`src/rtl/rptr_empty_lvl_pkg.sv`:
```
// Shared defaults for the dual-clock FIFO read-side status logic.
package rptr_empty_lvl_pkg;
  localparam int ADDRSIZE_DEF  = 8;
  localparam int AE_THRESH_DEF = 2;
endpackage

```
`src/rtl/rptr_empty_lvl_gray2bin.sv`:
```
// Combinational Gray-to-binary converter (prefix XOR from the MSB down).
module rptr_empty_lvl_gray2bin #(
  parameter int W = 9
) (
  input  logic [W-1:0] gray,
  output logic [W-1:0] bin
);
  always_comb begin
    bin = '0;
    for (int i = 0; i < W; i++) begin
      bin[i] = ^(gray >> i);
    end
  end
endmodule

```
`src/rtl/rptr_empty_lvl.sv`:
```
// Read-domain pointer, empty, fill-level, almost-empty and sticky underflow logic of the
// dual-clock FIFO; sits between the write-pointer synchroniser and the FIFO RAM.
module rptr_empty_lvl
  import rptr_empty_lvl_pkg::*;
#(
  parameter int ADDRSIZE  = ADDRSIZE_DEF,
  parameter int AE_THRESH = AE_THRESH_DEF
) (
  input  logic                rclk,
  input  logic                rrst,
  input  logic                rinc,
  input  logic [ADDRSIZE:0]   rq2_wptr,
  output logic [ADDRSIZE-1:0] raddr,
  output logic [ADDRSIZE:0]   rptr,
  output logic                rempty,
  output logic                ralmost_empty,
  output logic [ADDRSIZE:0]   rlevel,
  output logic                runderflow
);
  localparam int PW = ADDRSIZE + 1;
  localparam logic [PW-1:0] AE_LVL = PW'(AE_THRESH);

  logic [PW-1:0] rbin;
  logic [PW-1:0] rbinnext;
  logic [PW-1:0] rgraynext;
  logic [PW-1:0] wbin_s;
  logic [PW-1:0] level_next;
  logic          rd_en;

  rptr_empty_lvl_gray2bin #(.W(PW)) u_wptr_g2b (
    .gray (rq2_wptr),
    .bin  (wbin_s)
  );

  // Next-pointer view: the RAM address and all flags are computed from the post-read pointer
  // so a synchronous-read RAM presents the data on the same edge the pointer advances.
  always_comb begin
    rd_en      = rinc & ~rempty;
    rbinnext   = rbin + {{ADDRSIZE{1'b0}}, rd_en};
    rgraynext  = (rbinnext >> 1) ^ rbinnext;
    level_next = wbin_s - rbinnext;
  end

  assign raddr = rbinnext[ADDRSIZE-1:0];

  always_ff @(posedge rclk or posedge rrst) begin
    if (rrst) begin
      rbin          <= '0;
      rptr          <= '0;
      rempty        <= 1'b1;
      ralmost_empty <= 1'b1;
      rlevel        <= '0;
      runderflow    <= 1'b0;
    end else begin
      rbin          <= rbinnext;
      rptr          <= rgraynext;
      rempty        <= (rgraynext == rq2_wptr);
      ralmost_empty <= (level_next <= AE_LVL);
      rlevel        <= level_next;
      runderflow    <= runderflow | (rinc & rempty);
    end
  end
endmodule

```
`config.mk`:
```
export PLATFORM = sky130hd
export DESIGN_NAME = rptr_empty_lvl
export DESIGN_NICKNAME = d
export VERILOG_FILES = /design/src/rtl/rptr_empty_lvl_pkg.sv /design/src/rtl/rptr_empty_lvl_gray2bin.sv /design/src/rtl/rptr_empty_lvl.sv
export SDC_FILE = /design/constraint.sdc
export NUM_CORES = 1
export LEC_CHECK = 0
export BUFFER_PORTS_ARGS = -buffer_cell sky130_fd_sc_hd__buf_4
export CORE_UTILIZATION = 40
export CTS_CLUSTER_SIZE = 30
export DETAILED_ROUTE_END_ITERATION = 8
export PLACE_DENSITY_LB_ADDON = 0.08
export SLEW_MARGIN = 10
export SYNTH_ARGS = -nofsm -noshare
export SYNTH_HDL_FRONTEND = slang
export SYNTH_SLANG_ARGS = --single-unit
```
`constraint.sdc`:
```
create_clock -name rclk -period 4.6 [get_ports rclk]
set_input_delay 0.46 -clock rclk [delete_from_list [all_inputs] [get_ports rclk]]
set_output_delay 0.46 -clock rclk [all_outputs]
set_load 0.03 [all_outputs]
```
# Word level (Yosys, flattened, before mapping)
# Index checks and enable logic that the tools add are counted.
# op_classes
div_mod_pow	0
mul	0
reduce_logical	9
addsub	2
n_eq_ne	1
shift	0
magnitude_cmp	1
mux	0
n_bitwise	5
# ops
operator	n
$reduce_xor 9->1	9
$add 9x1->9	1
$eq 9x9->1	1
$le 9x2->1 const B	1
$sub 9x9->9	1
$xor 8x9->9	1
$and 1x1->1	2
$not 1->1	1
$or 1x1->1	1
# word_totals
ff_bits	30
in_bits	12
mem_bits_ro	0
mem_bits_rw	0
mem_count	0
latchBits	0
output_inout_bits	29
word_cells	24

# Longest topological paths before layout
# Gate-level depths: netlist (run 1).
# depth
ltp_word	5
mapped_depth	16
mapped_depth_nobuf	16

# Cells and area by module
# A second synthesis (run 1) with hierarchy kept.
# unflattened
cells_unflattened	167
area_unflattened_um2	1840.5
# modules_own_cells
mod	cells_each	seq_area_each_um2	area_per_inst_um2	instances
rptr_empty_lvl	151	728.2	1666.6	1
rptr_empty_lvl_gray2bin	16	0.0	173.9	1

# Least setup slack after synthesis (run 1)
# OpenSTA, ideal clock, no wires.
# synth_timing
path_kind	input to register
startpoint	in rq2_wptr[6]
endpoint	reg ralmost_empty
path_slack_ns	0.744
path_buffers	0
setup_time_ns	0.084
arrival_time_ns	3.773
required_ns	4.516
path_stages	16
cell_sequence	xor3_2 -> xnor3_2 -> xor2_2 -> xnor2_1 -> xor2_1 -> xnor2_1 -> ha_1 -> inv_1 -> fa_1 -> nand2_1 -> nand2_1 -> a21oi_1 -> nor2_1 -> or4b_1 -> o211ai_1 -> nor4_2
# synth_via
elab_chain_cells	3
elab_cells_between_ends	9
cone_classes	add/sub (1); order compare (1); reduce/logical (7)
# synth_rtl
item	line_no	source
start: declaration	rptr_empty_lvl.sv:12	input logic [ADDRSIZE:0] rq2_wptr,
$reduce_xor 9->1	rptr_empty_lvl_gray2bin.sv:11	bin[i] = ^(gray >> i);
$sub 9x9->9 *	rptr_empty_lvl.sv:41	level_next = wbin_s - rbinnext;
named net level_next[8]	rptr_empty_lvl.sv:27	logic [PW-1:0] level_next;
$le 9x2->1 *	rptr_empty_lvl.sv:58	ralmost_empty <= (level_next <= AE_LVL);
end signal: assignment	rptr_empty_lvl.sv:58	
end: declaration	rptr_empty_lvl.sv:16	output logic ralmost_empty,
# The timed path passes the listed nets; every way through them passes the cells marked *.

# Worst setup path after layout (run 1)
# Same ends and word-level chain as after synthesis.

==> impl_table.tex, run 1 <==
\begin{tabular}{lr}
\hline
Metric & Value \\
\hline
\multicolumn{2}{l}{\textbf{Floorplanning}} \\
Starting density of the core & 41.5\% \\
Die height & 69.2 um \\
Core Rows & 24 \\
Die footprint & 4790 sq um \\
Boundary pin count & 41 \\
Horizontal die dimension & 69.2 um \\
Area of the core & 4350 sq um \\
\multicolumn{2}{l}{\textbf{Worst setup path}} \\
Nature of the critical path startpoint & primary input \\
CP Capture Point & ralmost\_empty \\
Critical path data required time & 4.79 ns \\
Critical Path Start & rq2\_wptr[6] \\
Worst EP arrival & 4.16 ns \\
End of the worst register-to-register path & ralmost\_empty \\
Type of destination of the critical path & flop \\
Length in cells of the worst reg-to-reg path & 13 \\
Setup slack of the most critical reg-to-reg path & 1.31 ns \\
Setup CP Type & primary input to flop \\
Worst R2R Start & rempty \\
Maximum fanout count along the critical path & 5 \\
\multicolumn{2}{l}{\textbf{Routing}} \\
Per-cell routed wire length & 13.8 um \\
Via/cell ratio & 5.05 \\
Total via count after detailed routing & 1282 \\
Total wire length after detailed routing & 3.51 mm \\
Number of nets with antenna violations after routing & 0 \\
Drt pass-1 iters & 4 \\
Drt drc & 0 \\
Drt first-iter violations & 79 \\
\multicolumn{2}{l}{\textbf{Pwr}} \\
Peak VDD IR & 360 uV \\
Static leakage & 1.05 nW \\
Power, Total & 1.86 mW \\
Pwr/cell area & 850 nW/um\^{}2 \\
Clock Power Share & 11.2\% \\
Switching share of total power & 47.2\% \\
Internal power & 0.980 mW \\
Flop pwr share & 22.8\% \\
Net switching power & 0.877 mW \\
Power share of the combinational group & 66.0\% \\
\multicolumn{2}{l}{\textbf{Finish}} \\
Non-filler cells, final & 254 \\
FF/Latch Area & 728 sq um \\
P\&R area growth vs syn & 20.8\% \\
Layout cell share with drive strength beyond 1 & 29.2\% \\
Antenna diodes & 0 \\
Fill cells & 409 \\
Nets@finish & 223 \\
Area taken by multi-input logic gates & 956 sq um \\
\multicolumn{2}{l}{\textbf{Clock tree}} \\
Clock Latency Late Sink & 0.28 ns \\
CTS tree & built \\
Hold-fix buffers, CTS & 0 \\
Maximum level of the CTS H-tree & 2 \\
Num Clock Sinks & 29 \\
Clock transition at path regs & 0.06 ns \\
Post-CTS Setup Inserts & 0 \\
Library cell used as clock root buffer & clkbuf\_8 \\
Maximum clock path buffer count & 2 \\
Total clock buffers created by CTS & 5 \\
Post-cts sizing count & 0 \\
\multicolumn{2}{l}{\textbf{Synthesis}} \\
Number of synthesized flops with an enable pin & 0 \\
Flip-flop and latch count after synthesis & 29 \\
Cell count after synthesis & 165 \\
Area share of the largest cell type after synthesis & 37.4\% \\
Top area cells in the synthesized netlist & dfrtp\_1 (37\%), xnor2\_1 (8.2\%), xor2\_1 (6.8\%) \\
Synthesized area divided by synthesized cell count & 11.0 sq um \\
Portion of the post-synthesis area used by sequential elements & 40.3\% \\
Synth unique cells & 47 \\
Ys async rst share & 100\% \\
Most numerous cell types in the synthesized netlist & dfrtp\_1 (27), xnor2\_1 (17), xor2\_1 (14) \\
Cell type contributing the most total cell area after synthesis & dfrtp\_1 \\
Summed instance area of the synthesized netlist & 1810 sq um \\
Post-synthesis net count & 186 \\
Most frequently used cell type in the post-synthesis netlist & dfrtp\_1 \\
Count of yosys warnings during synthesis & 0 \\
Most used flip-flop cell after synthesis & dfrtp\_1 \\
\multicolumn{2}{l}{\textbf{Timing}} \\
Hold slack final & 0.265 ns \\
Max Freq & 252 MHz \\
Pin slew with the least headroom to its limit & 0.618 ns \\
Skew final & 0.00834 ns \\
Final Hold Vio Count & 0 \\
Setup TNS Final & 0 ns \\
RSZ-0062 raised after global routing & false \\
Worst setup margin & 0.630 ns \\
Total of endpoints with negative setup slack in the final report & 0 \\
Fraction of the cycle the final worst path needs & 86.3\% \\
Worst slew margin relative to its limit & 58.8\% \\
Final slew viol count & 0 \\
Clock period minus worst slack & 3.97 ns \\
\multicolumn{2}{l}{\textbf{GRT}} \\
Pin count of the biggest net entering global routing & 30 \\
First-pass GRT wire length & 6.04 mm \\
Global-route usage over all layers & 15.9\% \\
Initial antenna violation count & 0 \\
Overflow after GRT & 0 \\
Number of global-route vias before repair & 1301 \\
\multicolumn{2}{l}{\textbf{Run}} \\
Max cap viols & 0 \\
\multicolumn{2}{l}{\textbf{Min path}} \\
Class of the most critical hold timing path & primary input to async pin \\
\multicolumn{2}{l}{\textbf{Placed design}} \\
Placed wire-length estimate & 2.71 mm \\
Final weighted congestion in routability-driven placement & 0.802 \\
Input/output buffers & 40 \\
Post-place setup slack & 0.317 ns \\
Placed Cells & 247 \\
\multicolumn{2}{l}{\textbf{Outcome}} \\
Status & finished clean \\
\hline
\end{tabular}
[placed cells by master (no fill, tap or decap), types with 2 or more instances in the layout]
cell type	instances
and4_1	2
xnor2_1	17
buf_4	41
xor2_1	14
maj3_1	2
mux2i_1	3
a21oi_1	6
a21o_1	3
dfstp_2	2
xor2_2	2
inv_2	3
ha_1	8
dfrtp_1	27
nand3_1	5
o211ai_1	2
nand2b_1	2
inv_1	8
nand2_1	9
nor2b_1	4
and3_1	4
nor2_1	5
o21ai_0	2
clkbuf_8	6
nor3_1	2
[worst max-delay path: stages]
cell and delay [ns]:
buf_4 0.12, xor3_2 0.43, xnor3_2 0.33, xor2_2 0.18, xnor2_1 0.23, xor2_1 0.34
xnor2_1 0.17, ha_1 0.20, inv_1 0.06, fa_1 0.42, nand2_1 0.09, nand2_1 0.08
a21oi_1 0.15, nor2_1 0.09, or4b_1 0.50, o211ai_1 0.26, nor4_2 0.08
[cell families after synthesis]
| logic type | after synthesis | synth area share, % |
|---|---|---|
| adders and majority gates | 12 | 8.37 |
| xor gates and xnor gates | 37 | 22.1 |
| DFF | 29 | 40.3 |
| and+or+nand+nor | 40 | 12.6 |
| buffers and inverters | 22 | 6.85 |
| AOI/OAI and AO/OA | 22 | 8.17 |
| muxes | 3 | 1.66 |
[sequential cells by signal, summed over array words and instances (netlist names)]
signal and cells:
rlevel 9, ralmost_empty 1, rbin 9, rptr 8, runderflow 1, rempty 1
[power groups by stage]
stage	registers, mW	logic [mW]	clock network [mW]
floorplan	0.574	0.794	0
global placement	0.425	1.22	0
detailed placement	0.428	1.23	0
CTS	0.424	1.24	0.216
global route	0.434	1.35	0.226
finish	0.424	1.23	0.208
[worst min path at each step]
stage | end | start | slack, ns
after detailed placement | runderflow | runderflow | 0.45
after CTS | runderflow | rinc | 0.39
after global routing | rlevel[1] | rrst | 0.33
final | rptr[1] | rrst | 0.27
after floorplan | rbin[5] | rbin[5] | 0.52
after global placement | runderflow | runderflow | 0.44
[layer usage]
layer  global-route usage [%]  wire length (um)  up-vias
li1                         -                 -      627
met1                     20.0              1580      615
met2                     26.5              1750       38
met3                     4.65               164        2
met4                     4.76                17        0
met5                        0                 0        -
[stage by stage]
step | area, sq um | utilization (%)
after CTS | 2180 | 50.2
after global routing | 2180 | 50.2
after floorplan | 1810 | -
after global placement | 2100 | 48.2
after detailed placement | 2100 | 48.2
final | 2180 | 50.2
[final cells by class]
type / count / share of cell area (%)
Clock buffer: 7 / 3.95
Tap cell: 52 / 2.98
Multi-Input combinational cell: 114 / 43.8
Sequential cell: 29 / 33.3
Inverter: 11 / 1.89
Timing Repair Buffer: 41 / 14.1
Note: power is estimated with default switching activity, not from simulation.
==> inputs of run 2 (changes only) <==
Settings changed: SYNTH_HIERARCHICAL from default to 1.
==> run 2 against run 1 <==
Net effect:
- first-iteration DRC count is 13% lower
- register-to-register slack worse by 0.10 ns
- count of clock-buffer cells in the layout is 1 lower
- fmax is 8.4% higher
- critical endpoint unchanged
- area after synthesis is 1.8% higher
==> impl_table.tex, run 2 <==
\begin{tabular}{lr}
\hline
Metric & Value \\
\hline
\multicolumn{2}{l}{\textbf{Outcome}} \\
Status & finished clean \\
\multicolumn{2}{l}{\textbf{Routing}} \\
Drt pass-1 iters & 4 \\
Via/cell ratio & 4.79 \\
Drt first-iter violations & 69 \\
Drt drc & 0 \\
Per-cell routed wire length & 13.5 um \\
Number of nets with antenna violations after routing & 0 \\
Total wire length after detailed routing & 3.46 mm \\
Total via count after detailed routing & 1226 \\
\multicolumn{2}{l}{\textbf{Worst setup path}} \\
Nature of the critical path startpoint & primary input \\
Worst EP arrival & 3.84 ns \\
Length in cells of the worst reg-to-reg path & 12 \\
Maximum fanout count along the critical path & 6 \\
Setup CP Type & primary input to flop \\
Type of destination of the critical path & flop \\
Critical path data required time & 4.78 ns \\
\multicolumn{2}{l}{\textbf{GRT}} \\
Global-route usage over all layers & 16.0\% \\
First-pass GRT wire length & 5.98 mm \\
Overflow after GRT & 0 \\
Pin count of the biggest net entering global routing & 30 \\
Initial antenna violation count & 0 \\
Number of global-route vias before repair & 1256 \\
\multicolumn{2}{l}{\textbf{Clock tree}} \\
Post-CTS Setup Inserts & 0 \\
Hold-fix buffers, CTS & 0 \\
Post-cts sizing count & 0 \\
Total clock buffers created by CTS & 5 \\
CTS tree & built \\
Library cell used as clock root buffer & clkbuf\_8 \\
Num Clock Sinks & 29 \\
Clock transition at path regs & 0.06 ns \\
Clock Latency Late Sink & 0.28 ns \\
Maximum clock path buffer count & 2 \\
Maximum level of the CTS H-tree & 2 \\
\multicolumn{2}{l}{\textbf{Floorplanning}} \\
Core Rows & 24 \\
Die height & 69.8 um \\
Area of the core & 4380 sq um \\
Horizontal die dimension & 69.8 um \\
Boundary pin count & 41 \\
Die footprint & 4880 sq um \\
Starting density of the core & 42.0\% \\
\multicolumn{2}{l}{\textbf{Synthesis}} \\
Area share of the largest cell type after synthesis & 36.7\% \\
Most numerous cell types in the synthesized netlist & dfrtp\_1 (27), xnor2\_1 (27), inv\_1 (16), xor2\_1 (15), buf\_4 (10) \\
Summed instance area of the synthesized netlist & 1840 sq um \\
Portion of the post-synthesis area used by sequential elements & 39.6\% \\
Flip-flop and latch count after synthesis & 29 \\
Ys async rst share & 100\% \\
Number of synthesized flops with an enable pin & 0 \\
Cell count after synthesis & 167 \\
Cell type contributing the most total cell area after synthesis & dfrtp\_1 \\
Most used flip-flop cell after synthesis & dfrtp\_1 \\
Synthesized area divided by synthesized cell count & 11.0 sq um \\
Synth unique cells & 42 \\
Post-synthesis net count & 187 \\
Count of yosys warnings during synthesis & 6 \\
Top area cells in the synthesized netlist & dfrtp\_1 (37\%), xnor2\_1 (13\%), xor2\_1 (7.1\%) \\
\multicolumn{2}{l}{\textbf{Pwr}} \\
Peak VDD IR & 448 uV \\
Switching share of total power & 47.2\% \\
Clock Power Share & 11.2\% \\
Flop pwr share & 24.0\% \\
Internal power & 0.946 mW \\
Pwr/cell area & 811 nW/um\^{}2 \\
Net switching power & 0.845 mW \\
Static leakage & 1.07 nW \\
Power share of the combinational group & 64.8\% \\
\multicolumn{2}{l}{\textbf{Placed design}} \\
Input/output buffers & 40 \\
Placed wire-length estimate & 2.75 mm \\
Final weighted congestion in routability-driven placement & 0.773 \\
Cell area after placement & 2130 sq um \\
\multicolumn{2}{l}{\textbf{Timing}} \\
Fraction of the cycle the final worst path needs & 79.6\% \\
Max Freq & 273 MHz \\
Setup TNS Final & 0 ns \\
Total of endpoints with negative setup slack in the final report & 0 \\
Pin slew with the least headroom to its limit & 0.639 ns \\
Worst slew margin relative to its limit & 57.2\% \\
Final Hold Vio Count & 0 \\
Final slew viol count & 0 \\
Clock period minus worst slack & 3.66 ns \\
RSZ-0062 raised after global routing & false \\
Skew final & 0.00430 ns \\
\multicolumn{2}{l}{\textbf{Finish}} \\
Post-route cell area & 2210 sq um \\
Most common cell after layout, fill and taps aside & buf\_4 \\
Highest-count cells in the layout ignoring fill and taps & buf\_4 (40), xnor2\_1 (27), dfrtp\_1 (27) \\
Nets@finish & 223 \\
Top flop regs & rbin: 9 flops, rlevel: 9 flops, rptr: 8 flops \\
Layout cell share with drive strength beyond 1 & 30.9\% \\
P\&R area growth vs syn & 20.0\% \\
Fill cells & 423 \\
Antenna diodes & 0 \\
\multicolumn{2}{l}{\textbf{Min path}} \\
Class of the most critical hold timing path & primary input to async pin \\
\multicolumn{2}{l}{\textbf{Run}} \\
Max cap viols & 0 \\
\hline
\end{tabular}
-- run 2: final cells by class --
| type | count | area [sq um] | area share [%] |
|---|---|---|---|
| Multi-Input combinational cell | 110 | 968 | 43.9 |
| Timing Repair Buffer | 40 | 300 | 13.6 |
| Sequential cell | 29 | 728 | 33.0 |
| Clock buffer | 6 | 72.6 | 3.29 |
| Tap cell | 52 | 65.1 | 2.95 |
| Inverter | 17 | 63.8 | 2.89 |
| Clock inverter | 2 | 10.0 | 0.453 |
-- run 2: kinds of logic after synthesis --
logic type	after synthesis	share of synthesized area [%]
compound gates	15	6.32
xor+xnor	49	27.6
fa+ha+maj	11	7.55
buf+inv	28	7.82
flops	29	39.6
mux	3	1.63
simple gates	32	9.52
-- run 2: through the flow --
step | total power [mW] | instances | worst slack (ns) | hold slack (ns) | utilization [%]
final | 1.79 | 256 | 0.937 | 0.258 | 50.4
after global routing | 1.93 | 256 | 0.773 | 0.322 | 50.4
after CTS | 1.81 | 256 | 0.907 | 0.394 | 50.4
after detailed placement | 1.61 | 248 | 0.624 | 0.462 | 48.5
after global placement | 1.60 | 248 | 0.729 | 0.439 | 48.5
after floorplan | 1.33 | 167 | 1.03 | 0.537 | -
-- run 2: final timing paths --
path | end | slack (ns) | startpoint
setup / recovery | ralmost_empty | 0.94 | rq2_wptr[7]
hold / removal | rbin[1] | 0.26 | rrst
setup reg to reg | ralmost_empty | 1.21 | rempty
hold reg to reg | runderflow | 0.47 | runderflow
max in group asynchronous | rbin[4] | 3.94 | rrst
min in group rclk | runderflow | 0.40 | rinc
-- run 2: power by group through the flow --
| stage | combinational (mW) | sequential, mW | clock [mW] |
|---|---|---|---|
| after floorplan | 0.760 | 0.572 | 0 |
| after global placement | 1.17 | 0.432 | 0 |
| after detailed placement | 1.17 | 0.434 | 0 |
| after CTS | 1.18 | 0.432 | 0.205 |
| after global routing | 1.27 | 0.442 | 0.220 |
| final | 1.16 | 0.430 | 0.201 |
-- run 2: critical path, cell delays in order --
cell       delay (ns)
buf_4            0.13
xnor2_2          0.28
xnor3_2          0.56
xnor2_1          0.26
inv_1            0.09
fa_1             0.47
maj3_1           0.35
maj3_2           0.34
xnor2_1          0.14
or4_1            0.55
a2111oi_2        0.22
-- run 2: routing by layer --
metal	routed length (um)	part of all wire, %	up-vias	track usage (%)
met4	53	1.5	0	6.00
met1	1530	44	584	20.1
met5	0	0	-	0
met2	1680	49	32	25.6
met3	191	5.5	6	5.09
li1	-	-	604	-
